==> config.mk <==
export PLATFORM = sky130hd
export DESIGN_NAME = config_frame_writer
export DESIGN_NICKNAME = d
export VERILOG_FILES = /design/src/rtl/config_frame_writer.sv
export SDC_FILE = /design/constraint.sdc
export NUM_CORES = 1
export LEC_CHECK = 0
export BUFFER_PORTS_ARGS = -buffer_cell sky130_fd_sc_hd__buf_2
export CAP_MARGIN = 20
export CORE_UTILIZATION = 45
export CTS_BUF_LIST = sky130_fd_sc_hd__clkbuf_8
export DETAILED_ROUTE_END_ITERATION = 16
export GPL_TIMING_DRIVEN = 1
export PLACE_DENSITY = 0.68
export SETUP_SLACK_MARGIN = 0.5
export SLEW_MARGIN = 40
export SYNTH_ARGS = -nofsm -noshare
export SYNTH_HDL_FRONTEND = slang
export SYNTH_SLANG_ARGS = --single-unit
export TNS_END_PERCENT = 20
==> constraint.sdc <==
create_clock -name clk -period 5 [get_ports clk]
set_clock_uncertainty 0.15 [all_clocks]
set_input_delay 1 -clock clk [delete_from_list [all_inputs] [get_ports clk]]
set_output_delay 1 -clock clk [all_outputs]
set_load 0.02 [all_outputs]
==> src/rtl/config_frame_writer.sv <==
// Purpose: groups strobed 32-bit config words into addressed frames and commits each to the frame registers.
// Latency: commit is registered on the edge that samples the last data word; frame_strobe is high for one cycle.
// Backpressure: none; every strobe is consumed or dropped on its own edge, so no stall is ever exerted upstream.
module config_frame_writer #(
    parameter int FRAME_WORDS = 4,
    parameter int ADDR_WIDTH  = 5,
    parameter int NUM_FRAMES  = 20
) (
    input  logic                     clk,
    input  logic                     reset,
    input  logic                     strobe,
    input  logic [31:0]              data_in,
    input  logic                     finished,
    output logic                     frame_strobe,
    output logic [ADDR_WIDTH-1:0]    frame_addr,
    output logic [32*FRAME_WORDS-1:0] frame_data,
    output logic [15:0]              frames_written,
    output logic [7:0]               error_count,
    output logic                     busy,
    output logic                     done
);

    localparam int DW = 32 * FRAME_WORDS;
    localparam int CW = $clog2(FRAME_WORDS + 1);
    localparam logic [CW-1:0] LAST_IDX = CW'(FRAME_WORDS - 1);
    localparam logic [7:0] HDR_MARKER = 8'hFA;

    typedef enum logic [1:0] {
        IDLE = 2'd0,
        LOAD = 2'd1,
        DONE = 2'd2
    } state_t;

    state_t                  state_q, state_d;
    logic [CW-1:0]           cnt_q, cnt_d;
    logic [DW-1:0]           buf_q, buf_d;
    logic [ADDR_WIDTH-1:0]   addr_pend_q, addr_pend_d;
    logic [ADDR_WIDTH-1:0]   frame_addr_q, frame_addr_d;
    logic [DW-1:0]           frame_data_q, frame_data_d;
    logic                    frame_strobe_q, frame_strobe_d;
    logic [15:0]             frames_written_q, frames_written_d;
    logic [7:0]              error_count_q, error_count_d;

    logic                    fw_inc;
    logic                    err_inc;
    logic [DW-1:0]           shifted;
    logic                    addr_ok;

    // Incoming word enters at the LSB end so word 0 ends up in the MSBs.
    assign shifted = {buf_q[DW-33:0], data_in};
    assign addr_ok = (32'(addr_pend_q) < 32'(NUM_FRAMES));

    // Next-state, frame assembly and commit decisions; finished beats a same-cycle strobe.
    always_comb begin
        state_d        = state_q;
        cnt_d          = cnt_q;
        buf_d          = buf_q;
        addr_pend_d    = addr_pend_q;
        frame_addr_d   = frame_addr_q;
        frame_data_d   = frame_data_q;
        frame_strobe_d = 1'b0;
        fw_inc         = 1'b0;
        err_inc        = 1'b0;
        case (state_q)
            IDLE: begin
                if (finished) begin
                    state_d = DONE;
                end else if (strobe) begin
                    if (data_in[31:24] == HDR_MARKER) begin
                        addr_pend_d = data_in[ADDR_WIDTH-1:0];
                        cnt_d       = '0;
                        state_d     = LOAD;
                    end else begin
                        err_inc = 1'b1;
                    end
                end
            end
            LOAD: begin
                if (finished) begin
                    // Partially loaded frame is abandoned and counted as dropped.
                    state_d = DONE;
                    err_inc = 1'b1;
                end else if (strobe) begin
                    buf_d = shifted;
                    cnt_d = cnt_q + 1'b1;
                    if (cnt_q == LAST_IDX) begin
                        state_d = IDLE;
                        if (addr_ok) begin
                            frame_data_d   = shifted;
                            frame_addr_d   = addr_pend_q;
                            frame_strobe_d = 1'b1;
                            fw_inc         = 1'b1;
                        end else begin
                            err_inc = 1'b1;
                        end
                    end
                end
            end
            DONE: begin
                state_d = DONE;
            end
            default: begin
                state_d = IDLE;
            end
        endcase

        frames_written_d = frames_written_q;
        if (fw_inc && (frames_written_q != 16'hFFFF)) begin
            frames_written_d = frames_written_q + 16'd1;
        end
        error_count_d = error_count_q;
        if (err_inc && (error_count_q != 8'hFF)) begin
            error_count_d = error_count_q + 8'd1;
        end
    end

    // State and output registers; reset overrides every other input.
    always_ff @(posedge clk) begin
        if (reset) begin
            state_q          <= IDLE;
            cnt_q            <= '0;
            buf_q            <= '0;
            addr_pend_q      <= '0;
            frame_addr_q     <= '0;
            frame_data_q     <= '0;
            frame_strobe_q   <= 1'b0;
            frames_written_q <= '0;
            error_count_q    <= '0;
        end else begin
            state_q          <= state_d;
            cnt_q            <= cnt_d;
            buf_q            <= buf_d;
            addr_pend_q      <= addr_pend_d;
            frame_addr_q     <= frame_addr_d;
            frame_data_q     <= frame_data_d;
            frame_strobe_q   <= frame_strobe_d;
            frames_written_q <= frames_written_d;
            error_count_q    <= error_count_d;
        end
    end

    assign frame_strobe   = frame_strobe_q;
    assign frame_addr     = frame_addr_q;
    assign frame_data     = frame_data_q;
    assign frames_written = frames_written_q;
    assign error_count    = error_count_q;
    assign busy           = (state_q == LOAD);
    assign done           = (state_q == DONE);

endmodule

==> results.json <==
{
  "drc_errors": 0,
  "die_area_um2": 22030,
  "fillerInstances": 2034,
  "crit_family": "simple AND/OR/NAND/NOR gates",
  "antenna_found_initial": 0,
  "yosysTopAreaCell": "dfxtp_1",
  "htreeDepth": 2,
  "hold_ws_ns": 0.2997,
  "placedCellCount": 1592,
  "ys_ff_latch": 264,
  "synth_top_area_share_pct": 54.78,
  "path_clk_slew_ns": 0.06,
  "cp_slowest_cell": "or3_4",
  "leakage_nw": 4.497,
  "min_period_over_period_pct": 56.70,
  "synth_area_leaders": "dfxtp_1, nand2_1, a21oi_1, clkbuf_1, mux2_1",
  "path_common_cell": "ha_1",
  "core_um2": 21020,
  "power_density_nw_per_um2": 352.0,
  "firstDrtPassIters": 7,
  "tightest_slew_ns": 0.8076,
  "initial_utilization_pct": 45.90,
  "drv_slew": 0,
  "regArea_um2": 5285,
  "slowest_delay_ns": 0.69,
  "max-vdd-ir-drop_mv": 0.1650,
  "clk_latency_ns": 0.54,
  "cp-end-kind": "flip-flop",
  "cts-hold-fix-buffers": 0,
  "worstPathCellList": "ha_1 -> ha_1 -> clkinv_1 -> or3_4 -> buf_4 -> or4_1 -> a21oi_1",
  "die_h_um": 148.4,
  "drive_gt1_share_pct": 19.91,
  "slew_headroom_pct": 46.16,
  "gp_congestion": 0.7987,
  "reg2reg_slack_ns": 2.17,
  "clock_sinks": 264,
  "fin_cells": 1671,
  "viasPerCell": 5.041,
  "critPathBufInv": 2,
  "grt_pass1_vias": 7408,
  "wl_per_cell_um": 14.43,
  "root_buffer": "clkbuf_8",
  "syn_nets": 1244,
  "io_pins": 196,
  "cts_setup_buffers": 0,
  "placementRows": 53,
  "reg2reg_to": "frames_written[5]",
  "grt_max_degree": 139,
  "critPathRequiredTime_ns": 5.32,
  "tns_ns": 0,
  "hold-path-cell-count": 2,
  "io_buffer_count": 195,
  "critPathArrivalTime_ns": 3.15,
  "synth_enable_flop_cells": 0,
  "period_minus_slack_ns": 2.835,
  "cts_made_buffers": 44,
  "outcome": "complete, no violations",
  "multi_input_area_um2": 4008,
  "syn_avg_cell_area_um2": 8.013,
  "r2r.worst_path.cells": 7,
  "rsz0062_at_grt": "no",
  "dp_hpwl_um": 14890,
  "final_common_cell": "nand2_1",
  "wl_um": 24110,
  "nets": 1404,
  "yosysSeqAreaShare_pct": 54.78,
  "syn_inst": 1204,
  "drtIter0Drc": 504,
  "diodes": 0,
  "clockBufferDepth": 3,
  "grt_first_pass_wirelength_um": 38450,
  "layout_common_cells": "nand2_1, dfxtp_1, a21oi_1, buf_2, clkbuf_8",
  "critPathLaunchType": "flip-flop",
  "cts_resized": 0,
  "hold_class": "flip-flop to flip-flop",
  "ys.flop_type": "dfxtp_1",
  "synth.distinct_cells": 46,
  "hold_start": "frame_data[92]",
  "crit_type": "flip-flop to flip-flop",
  "area_delta_synth_final_pct": 20.96,
  "holdPathEnd": "frame_data[92]",
  "postRouteAntennaNets": 0,
  "grt_usage_pct": 21.54,
  "die_width_um": 148.4,
  "overflow": 0,
  "timing.fmax_mhz": 352.8,
  "drv_cap": 0,
  "cts_tree": "done",
  "worstReg2RegStart": "cnt_q[0]",
  "synth_warnings": 0,
  "via_count": 8424,
  "async_flop_share_pct": 0,
  "finalHoldViolCount": 0,
  "syn_area_um2": 9648,
  "finalSetupViolations": 0,
  "crit_fanout": 56
}
[cell usage after synthesis (7+ instances only)]
library cell and instances:
a21oi_1 242, buf_2 19, clkbuf_1 64, dfxtp_1 264, mux2_1 10, nand2_1 461
nand3_1 9, nor2_1 21, nor2b_1 12, o31ai_1 7, or4_1 10
[area by class of cell]
class / instances / area share [%]
flip-flops and latches: 264 / 45.29
multi-input cells: 843 / 34.34
repair buffers: 204 / 9.446
clock buffers: 57 / 6.722
well taps: 275 / 2.948
clock inverters: 21 / 1.029
inverters: 7 / 0.2252
[metrics by stage]
stage / instance area [um^2] / utilization [%] / setup WS (ns) / power, W
global route: 11670 / 55.51 / 1.991 / 0.004262
global placement: 10730 / 51.03 / 1.672 / 0.002242
detailed placement: 10730 / 51.04 / 1.640 / 0.002242
CTS: 11630 / 55.35 / 2.132 / 0.004153
finish: 11670 / 55.51 / 2.165 / 0.004108
floorplan: 9648 / - / 2.252 / 0.002206
[worst max path at each step]
stage          startpoint  cells after the start                 to  slack (ns)
2_1_floorplan    finished                      5     error_count[5]        2.25
3_3_place_gp     finished                      6  frames_written[3]        1.67
3_5_place_dp     finished                      6  frames_written[4]        1.64
4_1_cts          cnt_q[0]                      7  frames_written[5]        2.13
5_1_grt          cnt_q[0]                      7  frames_written[4]        1.99
6_report         cnt_q[0]                      7  frames_written[5]        2.17
[logic make-up (layout without fill, tap and decap cells)]
logic type               after synthesis  in the layout  synth area share [%]
flip-flops                           264            264                 54.78
adder cells (fa/ha/maj)                4              4                0.5188
multiplexers                          16             16                 1.790
buffers and inverters                 97            289                 4.098
AO/OA/AOI/OAI                        275            275                 15.25
AND/OR/NAND/NOR                      548            548                 23.56
[sequential cells by signal, indices dropped and copies added, names as in the netlist]
signal          count
frame_addr          5
addr_pend_q         5
state_q             2
frames_written     16
frame_data        128
buf_q              96
error_count         8
frame_strobe        1
cnt_q               3
[layer usage]
layer	vias to the layer above	wire [um]	track usage [%]	share of wire, %
met5	-	0	0	0
met4	0	426	7.577	1.8
met3	36	1496	4.018	6.2
met1	3846	12030	32.90	50
li1	4304	-	-	-
met2	238	10150	29.81	42
[tightest hold or removal path, delay by kind of cell (launching register included)]
family             cells  cell delay (ns)
DFF                    1             0.30
and+or+nand+nor        1             0.05
AOI/OAI and AO/OA      1             0.05
[power by group]
group          switching, W  internal (W)  leakage, nW
logic             0.0000631     0.0000255         1.86
clock network      0.000836       0.00107        0.512
registers        0.00000463       0.00211         2.13
total              0.000904       0.00320         4.50
Power figures use the tool's default switching activity.
